==> config.mk <==
export PLATFORM = sky130hd
export DESIGN_NAME = iomem_arbiter
export DESIGN_NICKNAME = d
export VERILOG_FILES = /design/src/rtl/iomem_arbiter.sv
export SDC_FILE = /design/constraint.sdc
export NUM_CORES = 1
export LEC_CHECK = 0
export BUFFER_PORTS_ARGS = -buffer_cell sky130_fd_sc_hd__buf_2
export CAP_MARGIN = 0
export CORE_AREA = 4 4 118 120
export CTS_CLUSTER_DIAMETER = 60
export DETAILED_ROUTE_END_ITERATION = 16
export DIE_AREA = 0 0 122 124
export GPL_TIMING_DRIVEN = 0
export MAX_ROUTING_LAYER = met4
export PLACE_DENSITY_LB_ADDON = 0.05
export REMOVE_ABC_BUFFERS = 1
export SETUP_SLACK_MARGIN = 0.5
export SLEW_MARGIN = 20
export SYNTH_ARGS = -nofsm -noshare
export SYNTH_HDL_FRONTEND = slang
export SYNTH_SLANG_ARGS = --single-unit
export TNS_END_PERCENT = 1
==> constraint.sdc <==
create_clock -name clk -period 1.48 [get_ports clk]
set_clock_uncertainty 0.15 [all_clocks]
set_input_delay 0.074 -clock clk [delete_from_list [all_inputs] [get_ports clk]]
set_output_delay 0.074 -clock clk [all_outputs]
set_load 0.005 [all_outputs]
==> src/rtl/iomem_arbiter.sv <==
// Round-robin arbiter sharing the iomem valid/ready bus between the CPU (m0) and graphics engine (m1).
// Optional stall watchdog is compiled in with `define IOMEM_ARB_WATCHDOG_EN.
module iomem_arbiter #(
  parameter int TIMEOUT_CYCLES = 255
) (
  input  logic        clk,
  input  logic        resetn,
  input  logic        m0_valid,
  output logic        m0_ready,
  input  logic [3:0]  m0_wstrb,
  input  logic [31:0] m0_addr,
  input  logic [31:0] m0_wdata,
  output logic [31:0] m0_rdata,
  input  logic        m1_valid,
  output logic        m1_ready,
  input  logic [3:0]  m1_wstrb,
  input  logic [31:0] m1_addr,
  input  logic [31:0] m1_wdata,
  output logic [31:0] m1_rdata,
  output logic        s_valid,
  input  logic        s_ready,
  output logic [3:0]  s_wstrb,
  output logic [31:0] s_addr,
  output logic [31:0] s_wdata,
  input  logic [31:0] s_rdata,
  output logic [1:0]  grant,
  output logic        timeout_err,
  input  logic        timeout_err_clr
);

  // Handshake: a transaction completes in the cycle where valid and ready are both high;
  // requesters hold valid and payload stable until they see ready.

  // State encoding doubles as the one-hot grant, so grant is registered for free.
  typedef enum logic [1:0] {
    IDLE    = 2'b00,
    BUSY_M0 = 2'b01,
    BUSY_M1 = 2'b10
  } state_t;

  state_t state, state_nxt;
  logic   last, last_nxt;  // 0 = m0 served last, 1 = m1 served last
  logic   fire;

  always_ff @(posedge clk or negedge resetn) begin
    if (!resetn) begin
      state <= IDLE;
      last  <= 1'b1;
    end else begin
      state <= state_nxt;
      last  <= last_nxt;
    end
  end

  assign grant = state;

`ifdef IOMEM_ARB_WATCHDOG_EN
  localparam logic [15:0] WD_LIMIT = 16'(TIMEOUT_CYCLES - 1);

  logic [15:0] wd_cnt;
  logic        sel_valid;

  assign sel_valid = (state == BUSY_M0) ? m0_valid :
                     (state == BUSY_M1) ? m1_valid : 1'b0;
  // Fires on the stall cycle that would bring the count up to TIMEOUT_CYCLES.
  assign fire = sel_valid & !s_ready & (wd_cnt == WD_LIMIT);

  always_ff @(posedge clk or negedge resetn) begin
    if (!resetn) begin
      wd_cnt <= 16'd0;
    end else if (state == IDLE) begin
      wd_cnt <= 16'd0;
    end else if (s_valid && !s_ready) begin
      wd_cnt <= wd_cnt + 16'd1;
    end
  end

  always_ff @(posedge clk or negedge resetn) begin
    if (!resetn) begin
      timeout_err <= 1'b0;
    end else if (fire) begin
      timeout_err <= 1'b1;
    end else if (timeout_err_clr) begin
      timeout_err <= 1'b0;
    end
  end
`else
  logic unused_cfg;

  assign fire        = 1'b0;
  assign timeout_err = 1'b0;
  assign unused_cfg  = ^{timeout_err_clr, 16'(TIMEOUT_CYCLES)};
`endif

  always_comb begin
    state_nxt = state;
    last_nxt  = last;
    s_valid   = 1'b0;
    s_wstrb   = 4'd0;
    s_addr    = 32'd0;
    s_wdata   = 32'd0;
    m0_ready  = 1'b0;
    m0_rdata  = 32'd0;
    m1_ready  = 1'b0;
    m1_rdata  = 32'd0;
    case (state)
      IDLE: begin
        if (m0_valid && m1_valid) begin
          state_nxt = last ? BUSY_M0 : BUSY_M1;
        end else if (m0_valid) begin
          state_nxt = BUSY_M0;
        end else if (m1_valid) begin
          state_nxt = BUSY_M1;
        end
      end
      BUSY_M0: begin
        s_wstrb = m0_wstrb;
        s_addr  = m0_addr;
        s_wdata = m0_wdata;
        if (fire) begin
          m0_ready  = 1'b1;
          m0_rdata  = 32'hFFFF_FFFF;
          state_nxt = IDLE;
          last_nxt  = 1'b0;
        end else begin
          s_valid  = m0_valid;
          m0_ready = s_ready & m0_valid;
          m0_rdata = s_rdata;
          if (m0_valid && s_ready) begin
            state_nxt = IDLE;
            last_nxt  = 1'b0;
          end else if (!m0_valid) begin
            state_nxt = IDLE;  // abandoned request: fairness history untouched
          end
        end
      end
      BUSY_M1: begin
        s_wstrb = m1_wstrb;
        s_addr  = m1_addr;
        s_wdata = m1_wdata;
        if (fire) begin
          m1_ready  = 1'b1;
          m1_rdata  = 32'hFFFF_FFFF;
          state_nxt = IDLE;
          last_nxt  = 1'b1;
        end else begin
          s_valid  = m1_valid;
          m1_ready = s_ready & m1_valid;
          m1_rdata = s_rdata;
          if (m1_valid && s_ready) begin
            state_nxt = IDLE;
            last_nxt  = 1'b1;
          end else if (!m1_valid) begin
            state_nxt = IDLE;
          end
        end
      end
      default: state_nxt = IDLE;
    endcase
  end

endmodule
==> impl_metrics.py <==
metrics = {
    "run_status": {
        "outcome": "complete, but fails checks",
        "violations": "negative setup slack",
    },
    "pwr": {
        "peakVddDrop_uv": 1427,
        "p_per_area_nw_per_um2": 1705,
        "p_leak_uw": 0.002201,
    },
    "placed_design": {
        "post-place-ws_ns": -1.060,
        "globalplace.congestion": 0.8140,
        "portBuffers": 309,
        "place_hpwl_um": 9186,
        "place_area_um2": 3472,
    },
    "route": {
        "drt_iter0_drc": 149,
        "drc_errors": 0,
        "wire_per_inst_um": 17.68,
        "via_per_inst": 4.157,
        "num_vias": 3097,
        "firstDrtPassIters": 6,
        "ant_nets": 0,
        "finalWirelength_um": 13170,
    },
    "timing": {
        "setup-tns-final_ns": -37.02,
        "max_freq_mhz": 547.5,
        "setup_viol": 138,
        "fin_crit_ns": 1.827,
        "drv_slew": 0,
        "period_share_pct": 123.4,
        "rsz0062_at_grt": "yes",
        "finalHoldViolations": 0,
        "worst_slack_ns": -0.3466,
    },
    "clocking": {
        "htree_levels": 1,
        "clk_latency_ns": 0.23,
        "root_buffer": "clkbuf_16",
        "clkSinkCount": 3,
        "numCtsBuffers": 3,
        "clk_pin_slew_ns": 0.03,
        "cts_tree": "done",
        "cts_buffer_depth": 2,
    },
    "setup_path": {
        "rr_worst_depth": 5,
        "path_cells": "inv_4 > ha_4 > buf_12 > clkbuf_16 > a22oi_1 > nor2b_1 > buf_2",
        "r2r_slack_ns": -0.29,
        "path_class": "reg -> out",
        "worstSetupEndpointType": "output port",
        "required_ns": 1.26,
        "crit_arrival_ns": 1.60,
        "path_delay_family": "buffers and inverters",
        "slowest_stage": "dfrtp_2",
        "critPathMaxFanout": 6,
        "r2r_start": "grant[1]$_DFFE_PN0P_",
        "startpoint_type": "flip-flop",
        "cp_num_buf_inv": 4,
        "r2r_end": "grant[0]$_DFFE_PN0P_",
        "max_stage_delay_ns": 0.44,
    },
    "floorplan": {
        "core_um2": 12980,
        "dieArea_um2": 15130,
        "die_x_um": 122,
        "die_h_um": 124,
        "num_io_pins": 312,
        "initial_utilization_pct": 13.51,
        "row_count": 42,
    },
    "hold_path": {
        "hp-class": "in -> async",
    },
    "synthesis": {
        "avgSynthCellArea_um2": 6.773,
        "ys_top_cells_by_area": "a22oi_1 30%, nor2b_1 25%, and2_1 23%",
        "ys_async_sr_fraction_pct": 100.0,
        "synth_edf_count": 0,
        "synth_top_area_share_pct": 29.96,
        "synth_seq_cells": 3,
        "yosysTopAreaCell": "a22oi_1",
        "yosys_warnings": 0,
        "synth_cells": 259,
        "yosysMostFrequentCell": "a22oi_1",
        "synthFlopType": "dfrtp_1",
        "netlist_top_cells_count": "70 x a22oi_1, 69 x nor2b_1, 64 x and2_1",
        "seq_area_frac_synth_pct": 4.351,
        "synth.distinct_cells": 19,
        "syn_area_um2": 1754,
    },
    "cells_and_area": {
        "utilization_pct": 32.12,
        "postLayoutCellArea_um2": 4169,
        "layout-drive-gt1-share_pct": 66.96,
        "syn_to_final_growth_pct": 137.7,
        "n_fill_cell": 1448,
        "nNetsFinal": 749,
        "antenna_cells": 0,
    },
    "grt": {
        "grt_pass1_vias": 2879,
        "grt_max_degree": 43,
        "grt_pass1_wl_um": 16640,
        "antenna_found_initial": 0,
        "track_usage_pct": 14.54,
        "grt-ovfl-total": 0,
    },
    "flow_run": {
        "max_cap_viol_count": 0,
    },
}
[metal layers]
layer  global-route usage [%]  vias to the layer above  routed length, um
met1                    17.20                     1453               5197
li1                         -                     1536                  -
met2                    27.56                      106               7309
met3                    1.680                        2                638
met4                    1.120                        0                 28
met5                        -                        -                  0
[registers in the layout, indices dropped and copies added, names as in the netlist]
signal	cells
last	1
grant	2
[how the worst max path moves through the flow]
stage / start / to / slack, ns / cells after the start
2_1_floorplan: grant[1]$_DFFE_PN0P_ / last$_DFFE_PN1P_ / -1.56 / 4
6_report: grant[1]$_DFFE_PN0P_ / s_addr[15] / -0.35 / 7
3_5_place_dp: grant[0]$_DFFE_PN0P_ / grant[0]$_DFFE_PN0P_ / -1.06 / 5
3_3_place_gp: grant[1]$_DFFE_PN0P_ / last$_DFFE_PN1P_ / -2.84 / 4
4_1_cts: grant[0]$_DFFE_PN0P_ / s_addr[27] / -0.32 / 7
5_1_grt: grant[0]$_DFFE_PN0P_ / s_addr[27] / -0.42 / 7
[stage by stage]
step / std cells / power, uW / hold slack [ns]
floorplan: 229 / 2725 / -0.3716
global placement: 714 / 3660 / -0.2788
detailed placement: 717 / 4986 / -0.2795
CTS: 738 / 6523 / 0.02442
global route: 745 / 7714 / 0.04183
finish: 745 / 7107 / 0.02253
[area by class of cell]
class	count	area, um^2	share of cell area, %
clock buffer	4	78.83	1.891
tap	176	220.2	5.282
timing repair buffer	336	2032	48.74
multi-input combinational	224	1747	41.90
sequential	3	78.83	1.891
inverter	2	12.51	0.3001
[where the power goes]
part	total (uW)	switching, uW	internal (uW)
registers	198	67.1	131
clock network	435	79.4	356
logic	6470	2990	3480
[cell families (layout without fill, tap and decap cells)]
| logic type | after synthesis | after routing | share of synthesized area, % |
|---|---|---|---|
| AND/OR/NAND/NOR | 142 | 142 | 50.64 |
| AO/OA/AOI/OAI | 75 | 75 | 32.38 |
| buffers and inverters | 32 | 342 | 8.202 |
| adder cells (fa/ha/maj) | 5 | 5 | 3.566 |
| flip-flops | 3 | 3 | 4.351 |
| other | 1 | 1 | 0.2138 |
| multiplexers | 1 | 1 | 0.6419 |
[cell usage in the layout, fill, tap and decap left out, types with 6 or more instances in the layout]
cell type / n
a22oi_2: 27
nor2b_1: 68
buf_12: 8
buf_2: 307
buf_4: 6
clkbuf_16: 8
buf_6: 6
and2_1: 61
a22oi_1: 43
[what timing repair did]
action / CTS / global route
resized for setup: 32 / 23
endpoints found under the hold margin: 3 / 0
pin swaps: 12 / 21
hold buffers: 1 / 0
buffers inserted: 14 / 1
gates cloned: 2 / 6
setup endpoints to repair: 140 / 140
Note: power is estimated with default switching activity, not from simulation.
